<file path="src/rtl/mem_copy_pkg.sv">
// Shared definitions for the memory copy engine.
//   state_e    : FSM state encoding (IDLE, READ, WRITE, DONE)
//   WORD_BYTES : byte stride between consecutive 32-bit words
package mem_copy_pkg;

  localparam int unsigned WORD_BYTES = 4;

  typedef enum logic [1:0] {
    ST_IDLE  = 2'd0,
    ST_READ  = 2'd1,
    ST_WRITE = 2'd2,
    ST_DONE  = 2'd3
  } state_e;

endpackage

</file>
<file path="src/rtl/mem_copy_engine.sv">
// Memory copy engine: copies WordCount 32-bit words from SrcAddr to DstAddr,
// one read cycle and one write cycle per word, in ascending address order.
//
// Ports
//   Clk          in   clock, rising edge
//   Rst          in   synchronous active-high reset
//   Start        in   begin a copy (only honoured in IDLE)
//   SrcAddr      in   byte address of first source word (low 2 bits ignored)
//   DstAddr      in   byte address of first destination word (low 2 bits ignored)
//   WordCount    in   number of words to copy
//   Busy         out  copy in progress (READ/WRITE)
//   Done         out  one-cycle completion pulse
//   MemAddress   out  byte address to the memory responder
//   MemWriteData out  write data to the memory responder
//   MemRead      out  read strobe
//   MemWrite     out  write strobe
//   MemReadData  in   combinational read data for MemAddress
//
// state    | meaning
// ---------+---------------------------------------------------------
// ST_IDLE  | waiting for Start; all outputs 0
// ST_READ  | MemAddress = src pointer, capture MemReadData
// ST_WRITE | MemAddress = dst pointer, write captured word, advance
// ST_DONE  | one-cycle Done pulse, back to IDLE
module mem_copy_engine
  import mem_copy_pkg::*;
#(
  parameter int COUNT_W = 16
) (
  input  logic               Clk,
  input  logic               Rst,
  input  logic               Start,
  input  logic [31:0]        SrcAddr,
  input  logic [31:0]        DstAddr,
  input  logic [COUNT_W-1:0] WordCount,
  output logic               Busy,
  output logic               Done,
  output logic [31:0]        MemAddress,
  output logic [31:0]        MemWriteData,
  output logic               MemRead,
  output logic               MemWrite,
  input  logic [31:0]        MemReadData
);

  state_e             state_q, state_d;
  logic [31:0]        src_q, src_d;
  logic [31:0]        dst_q, dst_d;
  logic [31:0]        data_q, data_d;
  logic [COUNT_W-1:0] cnt_q, cnt_d;

  logic               busy_q, done_q, rd_q, wr_q;
  logic [31:0]        addr_q, wdata_q;

  always_comb begin
    state_d = state_q;
    src_d   = src_q;
    dst_d   = dst_q;
    data_d  = data_q;
    cnt_d   = cnt_q;
    case (state_q)
      ST_IDLE: begin
        if (Start) begin
          src_d   = {SrcAddr[31:2], 2'b00};
          dst_d   = {DstAddr[31:2], 2'b00};
          cnt_d   = WordCount;
          state_d = (WordCount == '0) ? ST_DONE : ST_READ;
        end
      end
      ST_READ: begin
        data_d  = MemReadData;
        state_d = ST_WRITE;
      end
      ST_WRITE: begin
        // Pointers wrap naturally at 2^32.
        src_d   = src_q + 32'(WORD_BYTES);
        dst_d   = dst_q + 32'(WORD_BYTES);
        cnt_d   = cnt_q - COUNT_W'(1);
        state_d = (cnt_q > COUNT_W'(1)) ? ST_READ : ST_DONE;
      end
      ST_DONE: begin
        state_d = ST_IDLE;
      end
      default: begin
        state_d = ST_IDLE;
      end
    endcase
  end

  // Outputs are registered from the next-state values so that each output
  // reflects the state it is registered alongside, with no input-to-output
  // combinational path.
  always_ff @(posedge Clk) begin
    if (Rst) begin
      state_q <= ST_IDLE;
      src_q   <= '0;
      dst_q   <= '0;
      data_q  <= '0;
      cnt_q   <= '0;
      busy_q  <= 1'b0;
      done_q  <= 1'b0;
      rd_q    <= 1'b0;
      wr_q    <= 1'b0;
      addr_q  <= '0;
      wdata_q <= '0;
    end else begin
      state_q <= state_d;
      src_q   <= src_d;
      dst_q   <= dst_d;
      data_q  <= data_d;
      cnt_q   <= cnt_d;
      busy_q  <= (state_d == ST_READ) || (state_d == ST_WRITE);
      done_q  <= (state_d == ST_DONE);
      rd_q    <= (state_d == ST_READ);
      wr_q    <= (state_d == ST_WRITE);
      addr_q  <= (state_d == ST_READ)  ? src_d :
                 (state_d == ST_WRITE) ? dst_d : 32'd0;
      wdata_q <= (state_d == ST_WRITE) ? data_d : 32'd0;
    end
  end

  assign Busy         = busy_q;
  assign Done         = done_q;
  assign MemRead      = rd_q;
  assign MemWrite     = wr_q;
  assign MemAddress   = addr_q;
  assign MemWriteData = wdata_q;

endmodule

</file>
<file path="config.mk">
export PLATFORM = sky130hd
export DESIGN_NAME = mem_copy_engine
export DESIGN_NICKNAME = d
export VERILOG_FILES = /design/src/rtl/mem_copy_pkg.sv /design/src/rtl/mem_copy_engine.sv
export SDC_FILE = /design/constraint.sdc
export NUM_CORES = 1
export LEC_CHECK = 0
export BUFFER_PORTS_ARGS = -buffer_cell sky130_fd_sc_hd__buf_2
export CORE_ASPECT_RATIO = 0.9
export CORE_MARGIN = 3
export CORE_UTILIZATION = 56
export DETAILED_ROUTE_END_ITERATION = 8
export PLACE_DENSITY = 0.84
export SLEW_MARGIN = 20
export SYNTH_ARGS = -nofsm -noshare
export SYNTH_HDL_FRONTEND = slang
export SYNTH_SLANG_ARGS = --single-unit
</file>
<file path="constraint.sdc">
create_clock -name Clk -period 3.39 [get_ports Clk]
set_input_delay 0.339 -clock Clk [delete_from_list [all_inputs] [get_ports Clk]]
set_output_delay 0.339 -clock Clk [all_outputs]
set_load 0.02 [all_outputs]
</file>
==> After elaboration in Yosys (flattened, before gate mapping) <==
Cells that the tools add are included.
{ "totals": {"in_bits": 115, "register_bits": 182, "output_inout_bits": 68, "wordCells": 42} }
{ "classes": {"order_cmp": 1, "n_mux": 13, "n_reduce_logical": 6, "bitwise": 1, "addsub": 3, "n_eq_ne": 7} }
{ "op_table": {"columns": ["op", "n"], "rows": [
  ["$mux W32", 5],
  ["$pmux W32 S2", 2],
  ["$add A32 B3 Y32 const B", 2],
  ["$pmux W16 S2", 1],
  ["$gt A16 B1 Y1 const B", 1],
  ["$logic_not A16 Y1", 1],
  ["$mux W16", 1],
  ["$sub A16 B1 Y16 const B", 1],
  ["$eq A2 B2 Y1 const B", 4],
  ["$pmux W2 S4", 1],
  ["$mux W2", 3],
  ["$eq A2 B1 Y1 const B", 2],
  ["$logic_not A2 Y1", 1],
  ["$ne A2 B2 Y1 const B", 1],
  ["$reduce_and A2 Y1", 1],
  ["$reduce_bool A2 Y1", 1],
  ["$reduce_or A2 Y1", 1],
  ["$logic_or A1 B1 Y1", 1],
  ["$not A1 Y1", 1]
]} }

==> Logic depth before layout (Yosys ltp) <==
{ "depth": {"ltp_word": 7, "ltp_mapped": 9, "depth_no_buf": 8} }

==> Worst setup path before layout <==
Ideal clock, no wire load.
{ "synth_path": {"path_type": "flip-flop to flip-flop", "start": "reg src_q[2]", "end": "reg addr_q[26], in the netlist MemAddress[26]", "slack_ns": 1.483, "path_buffers": 1, "arrival_time_ns": 1.790, "path_stages_with_launch": 9, "setup_ns": 0.117, "synth_period_minus_slack_ns": 1.907, "required_ns": 3.273, "path_cell_list": "dfxtp_1 -> ha_1 -> nand4_1 -> or3_1 -> buf_2 -> nor4_4 -> xnor2_1 -> o22ai_1 -> a22o_1"} }
{ "synth_via": {"elab_chain_len": 3} }
{ "synth_rtl": {"columns": ["item", "line", "source"], "rows": [
  ["start: declaration", "mem_copy_engine.sv:46", "logic [31:0] src_q, src_d;"],
  ["start signal: assignment", "mem_copy_engine.sv:107", "src_q <= src_d;"],
  ["$add A32 B3 Y32", "mem_copy_engine.sv:75", "src_d = src_q + 32'(WORD_BYTES);"],
  ["$pmux W32 S2", "mem_copy_engine.sv:60", "case (state_q)"],
  ["$mux W32", "mem_copy_engine.sv:115", "addr_q <= (state_d == ST_READ) ? src_d :"],
  ["end signal: assignment", "mem_copy_engine.sv:115", null],
  ["end: declaration", "mem_copy_engine.sv:52", "logic [31:0] addr_q, wdata_q;"]
]} }
No other way between the ends.
A chain may end at the register's enable or synchronous reset.

==> Final worst setup path <==
{ "layout_path": {"start": "reg state_q[1]", "end": "reg addr_q[10], in the netlist MemAddress[10]"} }
{ "layout_via": {"elab_chain_len": 5, "word_cells_on_any_way": 12, "cone_classes": "eq/ne: 5; mux: 6; reduce/logical: 1"} }
{ "layout_rtl": {"columns": ["item", "line", "source"], "rows": [
  ["start: declaration", "mem_copy_engine.sv:45", "state_e state_q, state_d;"],
  ["start signal: assignment", "mem_copy_engine.sv:106", "state_q <= state_d;"],
  ["$eq A2 B2 Y1 (tied with other cells)", "mem_copy_engine.sv:60", null],
  ["$pmux W2 S4", "mem_copy_engine.sv:60", null],
  ["$eq A2 B2 Y1", "mem_copy_engine.sv:116", "(state_d == ST_WRITE) ? dst_d : 32'd0;"],
  ["$mux W32", "mem_copy_engine.sv:116", null],
  ["$mux W32 *", "mem_copy_engine.sv:115", null]
]} }
Every way passes the cells marked *; elsewhere a longest branch is shown, timed or not.

==> out/results.ini <==
[placement]
gp_congestion = 0.889
dpl.cell_count = 1087
placed_area_mm2 = 0.00780
portBuffers = 178
post-place-ws_ps = 835
dp_hpwl_um = 13900

[sta]
setup_viol = 0
fmax_mhz = 385
worst_pin_slew_ps = 1010
finalHoldViolCount = 0
setup_ws_ps = 791
slew_viol_final = 0
fin_crit_sh = 0.767
period_minus_slack_ps = 2600
fin_tns_setup_ps = 0
slew_headroom = 0.325
fin_skew_ps = 7.84
rsz0062_at_grt = false

[final_layout]
nNetsFinal = 1069
drive_above_1_share = 0.270
layout.cells.non_filler = 1119
diodes = 0
areaGrowthSynthToFinish_pct = 24.0
layout_common_cells = buf_2, dfxtp_1, nand2_1
final_common_cell = buf_2
design_area_mm2 = 0.00841

[drt]
drt_iter0_drc = 769
dr.pass1.iters = 6
drt-vias-per-instance = 6.04
vias = 6758
ant_nets = 0
wire_per_inst_um = 18.2
wl_um = 20400
drc = 0

[floorplan]
die_h_um = 110
die_area_mm2 = 0.0135
rows = 37
fp.dieW_um = 122
core_area_mm2 = 0.0116
start_util = 0.584
ios = 183

[yosys]
synth_xor_area_frac = 0.0400
async_flop_share = 0
yosysWarningCount = 0
muxShareOfSynthArea = 0.00627
syn_area_per_cell_um2 = 8.60
syn_area_mm2 = 0.00679
synth_nets = 908
ys_ff_latch = 150
synth_top_family_by_area = simple AND/OR/NAND/NOR gates
yosys.area_share.simple = 0.239
ys_seq_area_frac = 0.442
yosys.area.top_type = dfxtp_1
syn_inst = 789
synth_top_cells_by_area = dfxtp_1, nand2_1, a21oi_1
synth_cell_types = 68
synth.top_cell.area_share = 0.442
synthAdderAreaFrac = 0.00737
synth_ff_type = dfxtp_1
synth_compound_area_frac = 0.217
synth-edff-count = 0

[global_route]
track_usage = 0.295
grt_pass1_vias = 6261
gr-total-overflow = 0
grt_pass1_wl_um = 31700
grt_max_degree = 36
antenna_found_initial = 0

[clock_tree]
cts-root-buf = clkbuf_16
cts_htree_levels = 4
cts_hold_buf = 0
postCtsSetupBuffers = 0
cts_buffer_depth = 2
clkLatencyLatePin_ps = 430
clock_sinks = 150
path_clk_slew_ps = 70
cts_resized = 0
cts_tree = built
cts_made_buffers = 17

[worst_setup_path]
cp.required_ps = 3700
cp-end-kind = flip-flop
cp.arrival_ps = 2910
critical_path_peak_fanout = 32
r2r_cells = 7
critPathKind = reg -> reg
worst_setup_path_start_kind = flip-flop

[hold_path]
hold_depth = 2
hp-class = in -> reg

[pwr]
p_clk_frac = 0.425
power_frac_seq = 0.435
vdd_drop_max_v = 0.000352
switching_share = 0.282
p_int_w = 0.00328
switchingPower_w = 0.00129
cellPowerDensity_mw_per_mm2 = 543
p_comb_frac = 0.140
leakage_nw = 3.53

[status]
status = finished clean

[job]
drv_cap = 0

[logic make-up after synthesis]
family                     after synthesis
adders and majority gates                4
DFF                                    150
muxes                                    4
and+or+nand+nor                        305
buffers and inverters                   76
xor gates and xnor gates                31
AOI/OAI and AO/OA                      219
[power groups by stage]
stage	clock network (W)	registers [W]	logic, W
floorplan	0	0.00203	0.000369
global placement	0	0.00201	0.000614
detailed placement	0	0.00202	0.000624
CTS	0.00194	0.00198	0.000631
global route	0.00202	0.00200	0.000697
finish	0.00194	0.00199	0.000639
[worst max-delay path, cell delays in order, from the launching register on]
cell      delay [ps]
dfxtp_2          750
o21ba_2          250
nand2_4           50
nor4_1           500
nor3_1           170
nand2_2          320
inv_1            160
a2bb2o_1         270
[per-layer routing]
metal,track usage,part of all wire,vias to the layer above
li1,-,-,3171
met5,0,0,-
met2,0.466,0.46,427
met4,0.114,0.024,0
met3,0.0758,0.11,51
met1,0.387,0.40,3109
[synthesized netlist by cell type (3+ instances only)]
library cell,number
nand2_1,76
nand3_1,24
o31ai_1,4
nor4_4,3
inv_1,19
nand2b_1,7
xnor2_1,17
nor3_1,18
nor3b_1,6
o22ai_1,30
nand4_1,13
or3_1,8
nor2b_1,4
ha_1,4
buf_4,3
dfxtp_1,150
a211oi_1,6
nor4_1,13
clkbuf_1,38
o22a_1,4
o211ai_1,3
xor2_1,14
nor2_1,65
a31oi_1,5
a22o_1,15
and2_1,39
and4_1,8
o211ai_2,3
buf_2,8
o21ai_1,5
and3_1,7
a21oi_1,52
o21ai_0,33
a22oi_1,34
buf_1,6
a221oi_1,3
o21a_1,3
[sequential cells by signal, indices dropped and copies added (netlist names)]
name and cells:
Busy 1, Done 1, MemAddress 32, MemRead 1, MemWrite 1, MemWriteData 32, cnt_q 16, dst_q 32
src_q 32, state_q 2
[final cells by class]
class,instances,area (µm²)
clock inverter,13,158
fill,862,3210
timing repair buffer,199,1050
sequential,150,3000
multi-input combinational,563,3480
inverter,19,71.3
tap,156,195
clock buffer,19,453
[path summary, 6_finish.rpt]
| kind | start | to | slack [ps] |
|---|---|---|---|
| max | state_q[1]$_SDFF_PP0_ | MemAddress[10]$_SDFF_PP0_ | 790 |
| min | MemReadData[13] | MemWriteData[13]$_SDFF_PP0_ | 110 |
| max reg2reg | state_q[1]$_SDFF_PP0_ | MemAddress[10]$_SDFF_PP0_ | 790 |
| min reg2reg | src_q[0]$_SDFF_PP0_ | src_q[0]$_SDFF_PP0_ | 460 |
[stage by stage]
stage,utilization,power [W],hold WS [ps]
floorplan,-,0.00240,430
global placement,0.672,0.00263,441
detailed placement,0.672,0.00264,447
CTS,0.724,0.00456,103
global route,0.724,0.00471,107
finish,0.724,0.00457,108
Power figures use the tool's default switching activity.
